**config.mk**
```make
export PLATFORM = sky130hd
export DESIGN_NAME = matmul_sequencer
export DESIGN_NICKNAME = d
export VERILOG_FILES = /design/src/rtl/matmul_pkg.sv /design/src/rtl/matmul_mac.sv /design/src/rtl/matmul_sequencer.sv
export SDC_FILE = /design/constraint.sdc
export NUM_CORES = 1
export LEC_CHECK = 0
export CAP_MARGIN = 20
export CORE_UTILIZATION = 25
export DETAILED_ROUTE_END_ITERATION = 6
export DONT_BUFFER_PORTS = 1
export GPL_ROUTABILITY_DRIVEN = 0
export PLACE_DENSITY = 0.38
export SYNTH_ARGS = -nofsm -noshare
export SYNTH_HDL_FRONTEND = slang
export SYNTH_SLANG_ARGS = --single-unit
```
**constraint.sdc**
```tcl
create_clock -name clock -period 6.66 [get_ports clock]
set_input_delay 1.332 -clock clock [delete_from_list [all_inputs] [get_ports clock]]
set_output_delay 1.332 -clock clock [all_outputs]
set_load 0.02 [all_outputs]
```
**src/rtl/matmul_pkg.sv**
```systemverilog
// Shared types and helpers for the matrix-multiply sequencer.
//   state_t : sequencer FSM states
//   idx_w   : index width for a dimension of size n, at least one bit
package matmul_pkg;

    typedef enum logic [2:0] {
        IDLE,
        RUN,
        DRAIN,
        WRITE,
        DONE
    } state_t;

    function automatic int unsigned idx_w(input int unsigned n);
        return (n > 32'd1) ? 32'($clog2(n)) : 32'd1;
    endfunction

endpackage

```
**src/rtl/matmul_mac.sv**
```systemverilog
// Signed multiply-accumulate at full precision.
//   clock, reset : rising-edge clock, async active-high reset
//   ena          : advance enable; low holds the accumulator
//   clear        : start a new dot product (acc restarts from zero)
//   acc_en       : add a*b this cycle
//   a, b         : signed operands
//   res          : low WIDTH_BIT bits of the accumulator (wraps)
module matmul_mac #(
    parameter int unsigned WIDTH_BIT = 32,
    parameter int unsigned ACC_WIDTH = 2 * WIDTH_BIT + 1
) (
    input  logic                        clock,
    input  logic                        reset,
    input  logic                        ena,
    input  logic                        clear,
    input  logic                        acc_en,
    input  logic signed [WIDTH_BIT-1:0] a,
    input  logic signed [WIDTH_BIT-1:0] b,
    output logic signed [WIDTH_BIT-1:0] res
);

    logic signed [ACC_WIDTH-1:0] acc;
    logic signed [ACC_WIDTH-1:0] a_ext;
    logic signed [ACC_WIDTH-1:0] b_ext;
    logic signed [ACC_WIDTH-1:0] acc_nxt;

    // Sign-extend before multiplying so the product is exact.
    always_comb begin
        a_ext   = ACC_WIDTH'(a);
        b_ext   = ACC_WIDTH'(b);
        acc_nxt = (clear ? '0 : acc) + (acc_en ? a_ext * b_ext : '0);
    end

    always_ff @(posedge clock or posedge reset) begin
        if (reset) begin
            acc <= '0;
        end else if (ena) begin
            acc <= acc_nxt;
        end
    end

    assign res = WIDTH_BIT'(acc);

endmodule

```
**src/rtl/matmul_sequencer.sv**
```systemverilog
// Computes O = A x B one element at a time, reading A/B buffers with
// one-cycle read latency and writing each result over valid/ready.
//   clock, reset            : rising-edge clock, async active-high reset
//   ena                     : global advance enable
//   start / busy / done     : command interface
//   a_rd_en, a_row, a_col   : A read request (i,k); a_rd_data next cycle
//   b_rd_en, b_row, b_col   : B read request (k,j); b_rd_data next cycle
//   o_wr_en, o_row, o_col,
//   o_wr_data, o_ready      : result write handshake
module matmul_sequencer
    import matmul_pkg::*;
#(
    parameter  int unsigned AROWS     = 3,
    parameter  int unsigned ACOLUMNS  = 3,
    parameter  int unsigned BCOLUMNS  = 3,
    parameter  int unsigned WIDTH_BIT = 32,
    parameter  int unsigned ACC_WIDTH = 2 * WIDTH_BIT + 32'($clog2(ACOLUMNS)) + 1,
    localparam int unsigned RW        = idx_w(AROWS),
    localparam int unsigned KW        = idx_w(ACOLUMNS),
    localparam int unsigned CW        = idx_w(BCOLUMNS)
) (
    input  logic                        clock,
    input  logic                        reset,
    input  logic                        ena,
    input  logic                        start,
    output logic                        busy,
    output logic                        done,
    output logic                        a_rd_en,
    output logic [RW-1:0]               a_row,
    output logic [KW-1:0]               a_col,
    input  logic signed [WIDTH_BIT-1:0] a_rd_data,
    output logic                        b_rd_en,
    output logic [KW-1:0]               b_row,
    output logic [CW-1:0]               b_col,
    input  logic signed [WIDTH_BIT-1:0] b_rd_data,
    output logic                        o_wr_en,
    output logic [RW-1:0]               o_row,
    output logic [CW-1:0]               o_col,
    output logic signed [WIDTH_BIT-1:0] o_wr_data,
    input  logic                        o_ready
);

    state_t        state, state_nxt;
    logic [RW-1:0] i_q, i_nxt;
    logic [KW-1:0] k_q, k_nxt;
    logic [CW-1:0] j_q, j_nxt;
    logic          rd_q, rd_nxt;
    logic          wr_q, wr_nxt;
    logic          busy_q, busy_nxt;
    logic          done_q, done_nxt;
    logic          rd_pend_q;
    logic          xfer;
    logic          mac_clear;

    assign xfer      = wr_q & o_ready & ena;
    assign mac_clear = (state == RUN) && (k_q == '0);

    // Next state and counters; everything holds while ena is low.
    always_comb begin
        state_nxt = state;
        i_nxt     = i_q;
        j_nxt     = j_q;
        k_nxt     = k_q;
        if (ena) begin
            case (state)
                IDLE: begin
                    if (start) begin
                        state_nxt = RUN;
                        i_nxt     = '0;
                        j_nxt     = '0;
                        k_nxt     = '0;
                    end
                end
                RUN: begin
                    if (k_q == KW'(ACOLUMNS - 1)) begin
                        state_nxt = DRAIN;
                        k_nxt     = '0;
                    end else begin
                        k_nxt = k_q + KW'(1);
                    end
                end
                DRAIN: state_nxt = WRITE;
                WRITE: begin
                    if (xfer) begin
                        k_nxt = '0;
                        if (j_q == CW'(BCOLUMNS - 1)) begin
                            j_nxt = '0;
                            if (i_q == RW'(AROWS - 1)) begin
                                i_nxt     = '0;
                                state_nxt = DONE;
                            end else begin
                                i_nxt     = i_q + RW'(1);
                                state_nxt = RUN;
                            end
                        end else begin
                            j_nxt     = j_q + CW'(1);
                            state_nxt = RUN;
                        end
                    end
                end
                DONE:    state_nxt = IDLE;
                default: state_nxt = IDLE;
            endcase
        end
        rd_nxt   = (state_nxt == RUN);
        wr_nxt   = (state_nxt == WRITE);
        busy_nxt = (state_nxt != IDLE);
        done_nxt = (state_nxt == DONE);
    end

    always_ff @(posedge clock or posedge reset) begin
        if (reset) begin
            state     <= IDLE;
            i_q       <= '0;
            j_q       <= '0;
            k_q       <= '0;
            rd_q      <= 1'b0;
            wr_q      <= 1'b0;
            busy_q    <= 1'b0;
            done_q    <= 1'b0;
            rd_pend_q <= 1'b0;
        end else begin
            state  <= state_nxt;
            i_q    <= i_nxt;
            j_q    <= j_nxt;
            k_q    <= k_nxt;
            rd_q   <= rd_nxt;
            wr_q   <= wr_nxt;
            busy_q <= busy_nxt;
            done_q <= done_nxt;
            // Data for a read lands one advancing cycle later, even across stalls.
            if (ena) begin
                rd_pend_q <= rd_q;
            end
        end
    end

    matmul_mac #(
        .WIDTH_BIT (WIDTH_BIT),
        .ACC_WIDTH (ACC_WIDTH)
    ) u_mac (
        .clock  (clock),
        .reset  (reset),
        .ena    (ena),
        .clear  (mac_clear),
        .acc_en (rd_pend_q),
        .a      (a_rd_data),
        .b      (b_rd_data),
        .res    (o_wr_data)
    );

    // Strobes are suppressed in the same cycle ena drops.
    assign a_rd_en = rd_q & ena;
    assign b_rd_en = rd_q & ena;
    assign done    = done_q & ena;
    assign busy    = busy_q;
    assign o_wr_en = wr_q;
    assign a_row   = i_q;
    assign a_col   = k_q;
    assign b_row   = k_q;
    assign b_col   = j_q;
    assign o_row   = i_q;
    assign o_col   = j_q;

endmodule
```
Yosys cells after proc, flatten, opt, wreduce, memory -nomap -nowiden

Cells that the tools add are included.

Register bits: 81
Input port bits: 69
Output and inout bits: 49
Word-level logic and storage cells: 60

Add/subtract/negate cells: 4
Multipliers: 1
Equality and inequality tests: 12
Muxes and demuxes: 20
Bitwise gates (word level): 4
Reductions and logical operators: 9

Operator list:

| cell                                                 | number |
|---|---|
| two-way mux 67 bit                                   | 2 |
| adder 67 bit                                         | 1 |
| multiplier 32 x 32 -> 64 bit                         | 1 |
| two-way mux 3 bit                                    | 6 |
| two-way mux 2 bit                                    | 8 |
| case mux 3 bit (4 select lines)                      | 1 |
| equality test 3 x 2 -> 1 bit (second input constant) | 3 |
| case mux 2 bit (2 select lines)                      | 2 |
| AND reduction 4 bit                                  | 2 |
| adder 2 x 1 -> 2 bit (second input constant)         | 3 |
| equality test 2 bit (second input constant)          | 3 |
| equality test 3 x 1 -> 1 bit (second input constant) | 2 |
| inequality test 2 bit (second input constant)        | 3 |
| case mux 2 bit (3 select lines)                      | 1 |
| nonzero test 3 bit                                   | 2 |
| AND reduction 5 bit                                  | 1 |
| AND 1 bit                                            | 4 |
| equality test 3 bit (second input constant)          | 1 |
| logical NOT 3 bit                                    | 1 |
| logical NOT 2 bit                                    | 1 |
| nonzero test 2 bit                                   | 1 |
| logical AND 1 bit                                    | 1 |

Longest topological paths before layout

Depth after elaboration: 7
Mapped depth: 38
Gate-level depth less buffers: 36

Modules after synthesis

A second synthesis with hierarchy kept.

Cells, all modules: 2307
Area, all modules: 20304.5 um2

Modules (own cells, without submodules):

| module           | times used | cells each | area each (um2) | sequential area each (um2) |
|---|---|---|---|---|
| matmul_mac       | 1          | 2227       | 19491.2         | 800.8 |
| matmul_sequencer | 1          | 80         | 813.3           | 350.3 |

Worst setup path after synthesis

OpenSTA, ideal clock, no wires.

Path kind: input to register
Start point: in b_rd_data[4]
End point: reg u_mac.acc[29]
Setup time: 0.125 ns
Data arrival time: 9.281 ns
Required time: 6.535 ns
Path slack: -2.746 ns
Cell stages on the path: 38
Buffers on the path: 2
Cells stage by stage: buf_4 > clkbuf_1 > and2_1 > fa_1 > inv_1 > fa_1 > inv_1 > fa_1 > inv_1 > fa_1 > inv_1 > ha_1 > ha_1 > fa_1 > inv_1 > fa_1 > inv_1 > ha_1 > [... 2 more ...] > o21ai_0 > nor2_1 > o21ai_1 > nand2_1 > o21a_1 > or3_1 > and3_1 > ha_1 > a21oi_1 > o21ai_0 > o21a_1 > o21ai_0 > o21ba_2 > o21ai_2 > o21bai_1 > a31oi_1 > xnor2_1 > mux2_2

Word-level cells in the longest chain between the ends: 3

RTL lines:

| element                      | RTL line               | source |
|---|---|---|
| start, declared              | matmul_sequencer.sv:35 | `input logic signed [WIDTH_BIT-1:0] b_rd_data,` |
| multiplier 32 x 32 -> 64 bit | matmul_mac.sv:31       | `acc_nxt = (clear ? '0 : acc) + (acc_en ? a_ext * b_ext : '0);` |
| two-way mux 67 bit           | matmul_mac.sv:31       |  |
| adder 67 bit                 | matmul_mac.sv:31       |  |
| end signal, assigned         | matmul_mac.sv:38       | `acc <= acc_nxt;` |
| end, declared                | matmul_mac.sv:22       | `logic signed [ACC_WIDTH-1:0] acc;` |

Every way passes these cells.
A chain may end at the register's enable or synchronous reset.

Worst setup path after layout

Same ends and word-level chain as after synthesis.

==> flow_metrics.env <==
export IMPL_critical_path_slowest_cell="fa_2"
export IMPL_clock_sinks=46
export IMPL_startpoint="b_rd_data[4]"
export IMPL_die_height_um=286
export IMPL_crit_required_ps=6850
export IMPL_synth_edff_count=0
export IMPL_yosys_top_cells_area="fa_1 (41%), ha_1 (11%), and2_1 (10%), inv_1 (10%), dfrtp_1 (5.7%)"
export IMPL_num_nets_final=3034
export IMPL_critical_path_reg2reg_startpoint="state[0]$_DFF_PP0_"
export IMPL_worst_slew_margin_rel_pct=52.8
export IMPL_failed_checks="negative setup slack"
export IMPL_global_route_usage_total_pct=16.1
export IMPL_maxCapViolations=0
export IMPL_design_die_area_sq_mm=0.0819
export IMPL_timing_max_transition_violations_final=0
export IMPL_netlist_instances=2314
export IMPL_initial_utilization_pct=25.4
export IMPL_clock_tree_htree_level_count=2
export IMPL_n_antenna_cell=0
export IMPL_grt_max_degree=54
export IMPL_layout_setup_ws_ps=-2050
export IMPL_startpoint_type="input pin"
export IMPL_synthDominantAreaCellType="fa_1"
export IMPL_critPathMaxStageDelay_ps=620
export IMPL_async_set_or_reset_flop_fraction_in_the_synthesized_netlist_pct=100
export IMPL_setup_repair_after_global_routing_missed_its_margin="true"
export IMPL_min_delay_worst_endpoint="u_mac.acc[1]$_DFFE_PP0P_"
export IMPL_worstReg2RegEnd="u_mac.acc[29]$_DFFE_PP0P_"
export IMPL_dr_total_vias=14987
export IMPL_worstSkewPairLatency_ps=300
export IMPL_cts_hold_fix_buffers=0
export IMPL_remaining_drc_errors=0
export IMPL_post_route_min_period_ps=8710
export IMPL_drt_first_pass_iters=5
export IMPL_drive_gt1_share_pct=16.6
export IMPL_detail_route_wirelength_mm=63.9
export IMPL_synthesis_area_sq_mm=0.0202
export IMPL_place_detailed_hpwl_mm=51.3
export IMPL_result_of_the_run="finished with violations"
export IMPL_die_x_um=286
export IMPL_worst_pin_slew_ps=707
export IMPL_grt_overflow_total=0
export IMPL_placed_cells=3391
export IMPL_yosysUniqueCellTypes=64
export IMPL_seq_area_frac_synth_pct=5.70
export IMPL_number_of_cells_in_the_finished_layout_apart_from_fillers=3426
export IMPL_critPathArrivalTime_ps=8900
export IMPL_grt_pass1_wl_mm=102
export IMPL_post_synth_top_area_fraction_pct=40.6
export IMPL_ys_seq_elements=46
export IMPL_worst_setup_path_type="in2reg"
export IMPL_hold_violations=0
export IMPL_final_fill_count=8537
export IMPL_detail_route_wl_per_cell_um=18.7
export IMPL_timing_hold_worst_class="reg2reg"
export IMPL_core_region_area_sq_mm=0.0794
export IMPL_syn2layout_area_growth_pct=17.1
export IMPL_timing_reg2reg_worst_path_depth=17
export IMPL_postSynthNetCount=2973
export IMPL_synth_ff_type="dfrtp_1"
export IMPL_numCtsBuffers=5
export IMPL_hold_path_startpoint="u_mac.acc[1]$_DFFE_PP0P_"
export IMPL_pre_cts_ws_ps=-2530
export IMPL_cts_tree="built"
export IMPL_antenna_left=0
export IMPL_drt_initial_drc_count=661
export IMPL_timing_final_setup_violations=23
export IMPL_worstHoldPathCells=2
export IMPL_period_utilization_pct=131
export IMPL_achievable_frequency_mhz=115
export IMPL_skew_ps=8.54
export IMPL_numPortBuffers=0
export IMPL_yosysWarnings=0
export IMPL_critPathCaptureType="register"
export IMPL_register_to_register_setup_slack_ps=1930
export IMPL_io_count=118
export IMPL_vias_in_the_first_global_route=16598
export IMPL_clock_path_buffers=2
export IMPL_floorplan_rows=103
export IMPL_cts_root_buffer_cell="clkbuf_16"
export IMPL_antenna_found_initial=3
export IMPL_cp_max_fo=28
export IMPL_drt_vias_per_instance=4.37
export IMPL_clk_pin_slew_ps=70
export IMPL_syn_avg_cell_area_sq_um=8.72
export IMPL_critPathMostFrequentCell="fa_1"
## synthesized netlist by cell type (all sizes together), types with 3 or more instances
master,number
a211oi,6
a21o,17
nor2b,14
xor2,31
nand4,4
xnor2,77
clkbuf,96
and4,3
and3,6
dfrtp,46
fa,409
o31ai,4
nand3,10
o21bai,10
nor2,49
a22o,3
and2,334
ha,181
o41ai,3
nand2b,11
or3,9
o21a,11
nor3,15
a31oi,4
a211o,3
a21oi,53
o21ai,35
nand2,267
inv,542
buf,11
mux2,21
## layout make-up
cell class / count / area (sq um) / area share, %
clock buffers: 6 / 129 / 0.545
multi-input cells: 1619 / 17700 / 75.0
flip-flops and latches: 46 / 1150 / 4.87
repair buffers: 161 / 1270 / 5.38
well taps: 1050 / 1310 / 5.56
clock inverters: 2 / 13.8 / 0.0582
inverters: 542 / 2030 / 8.61
## registers in the layout, summed over array words and instances (netlist names)
name / flops
u_mac.acc: 32
o_wr_en: 1
a_col: 2
busy: 1
a_row: 2
b_col: 2
done_q: 1
state: 3
rd_pend_q: 1
rd_q: 1
## routing by layer
metal	up-vias	wire length, um	GRT usage (%)
li1	6926	-	-
met1	7747	32100	24.4
met2	279	27700	24.4
met3	33	3630	2.89
met4	2	474	1.76
met5	-	17	0
## stage by stage
| stage | setup TNS, ps | instance area (sq um) | hold slack (ps) | util [%] |
|---|---|---|---|---|
| after global placement | -44710 | 22600 | 663 | 28.5 |
| after CTS | -35260 | 23200 | 681 | 29.2 |
| after detailed placement | -44910 | 22600 | 673 | 28.5 |
| after floorplan | -34930 | 21000 | 581 | - |
| after global routing | -40430 | 23600 | 712 | 29.8 |
| final | -33100 | 23600 | 674 | 29.8 |
## worst max-delay path by stage
stage                                     end  cells past startpoint
floorplan           u_mac.acc[29]$_DFFE_PP0P_                     38
global placement    u_mac.acc[27]$_DFFE_PP0P_                     35
detailed placement  u_mac.acc[31]$_DFFE_PP0P_                     31
CTS                 u_mac.acc[31]$_DFFE_PP0P_                     30
global route        u_mac.acc[29]$_DFFE_PP0P_                     32
finish              u_mac.acc[29]$_DFFE_PP0P_                     31
## logic make-up (layout without fill, tap and decap cells)
logic type | count (synthesis) | after routing | synth area share (%)
simple gates | 732 | 732 | 18.7
flops | 46 | 46 | 5.70
buf+inv | 649 | 711 | 12.4
xor+xnor | 109 | 109 | 4.83
fa+ha+maj | 590 | 590 | 51.8
mux | 22 | 22 | 1.22
compound gates | 166 | 166 | 5.32
## critical path, delay by kind of cell
kind | cells | cell delay [ps]
adders and majority gates | 10 | 4730
AOI/OAI and AO/OA | 7 | 1180
and+or+nand+nor | 5 | 810
buffers and inverters | 6 | 280
xor gates and xnor gates | 2 | 280
muxes | 1 | 250
## cells in the final DEF (no fill, tap or decap), types with 7 or more instances in the layout
| master | synthesis | final |
|---|---|---|
| buf_6 | 0 | 17 |
| mux2_4 | 0 | 7 |
| o21ai_0 | 29 | 16 |
| nand2b_1 | 11 | 8 |
| o21a_1 | 11 | 10 |
| o21bai_1 | 10 | 9 |
| inv_1 | 542 | 509 |
| a21o_1 | 17 | 17 |
| xnor2_1 | 76 | 72 |
| buf_4 | 10 | 144 |
| ha_4 | 0 | 32 |
| and2_1 | 334 | 314 |
| fa_2 | 0 | 14 |
| mux2_2 | 21 | 14 |
| nor2b_1 | 14 | 11 |
| o21ai_2 | 1 | 11 |
| a21oi_1 | 52 | 27 |
| fa_1 | 409 | 395 |
| nor3_1 | 15 | 8 |
| nor2_1 | 49 | 44 |
| xor2_1 | 31 | 26 |
| and2_4 | 0 | 20 |
| dfrtp_1 | 46 | 46 |
| ha_1 | 181 | 147 |
| a21oi_4 | 0 | 9 |
| or3_1 | 8 | 7 |
| a21oi_2 | 1 | 17 |
| nand2_1 | 267 | 261 |
| inv_2 | 0 | 33 |
| nand3_1 | 10 | 7 |
## what timing repair did
| action | 4_1_cts | 5_1_grt |
|---|---|---|
| endpoints found under the setup margin | 23 | 24 |
| gates resized for setup | 88 | 74 |
| buffers inserted | 23 | 18 |
| cloned | 0 | 0 |
| pin swaps | 79 | 92 |
Power is left out: the tool's default activity adds up to more than one toggle a clock period on the data nets, which glitch-free logic cannot reach.
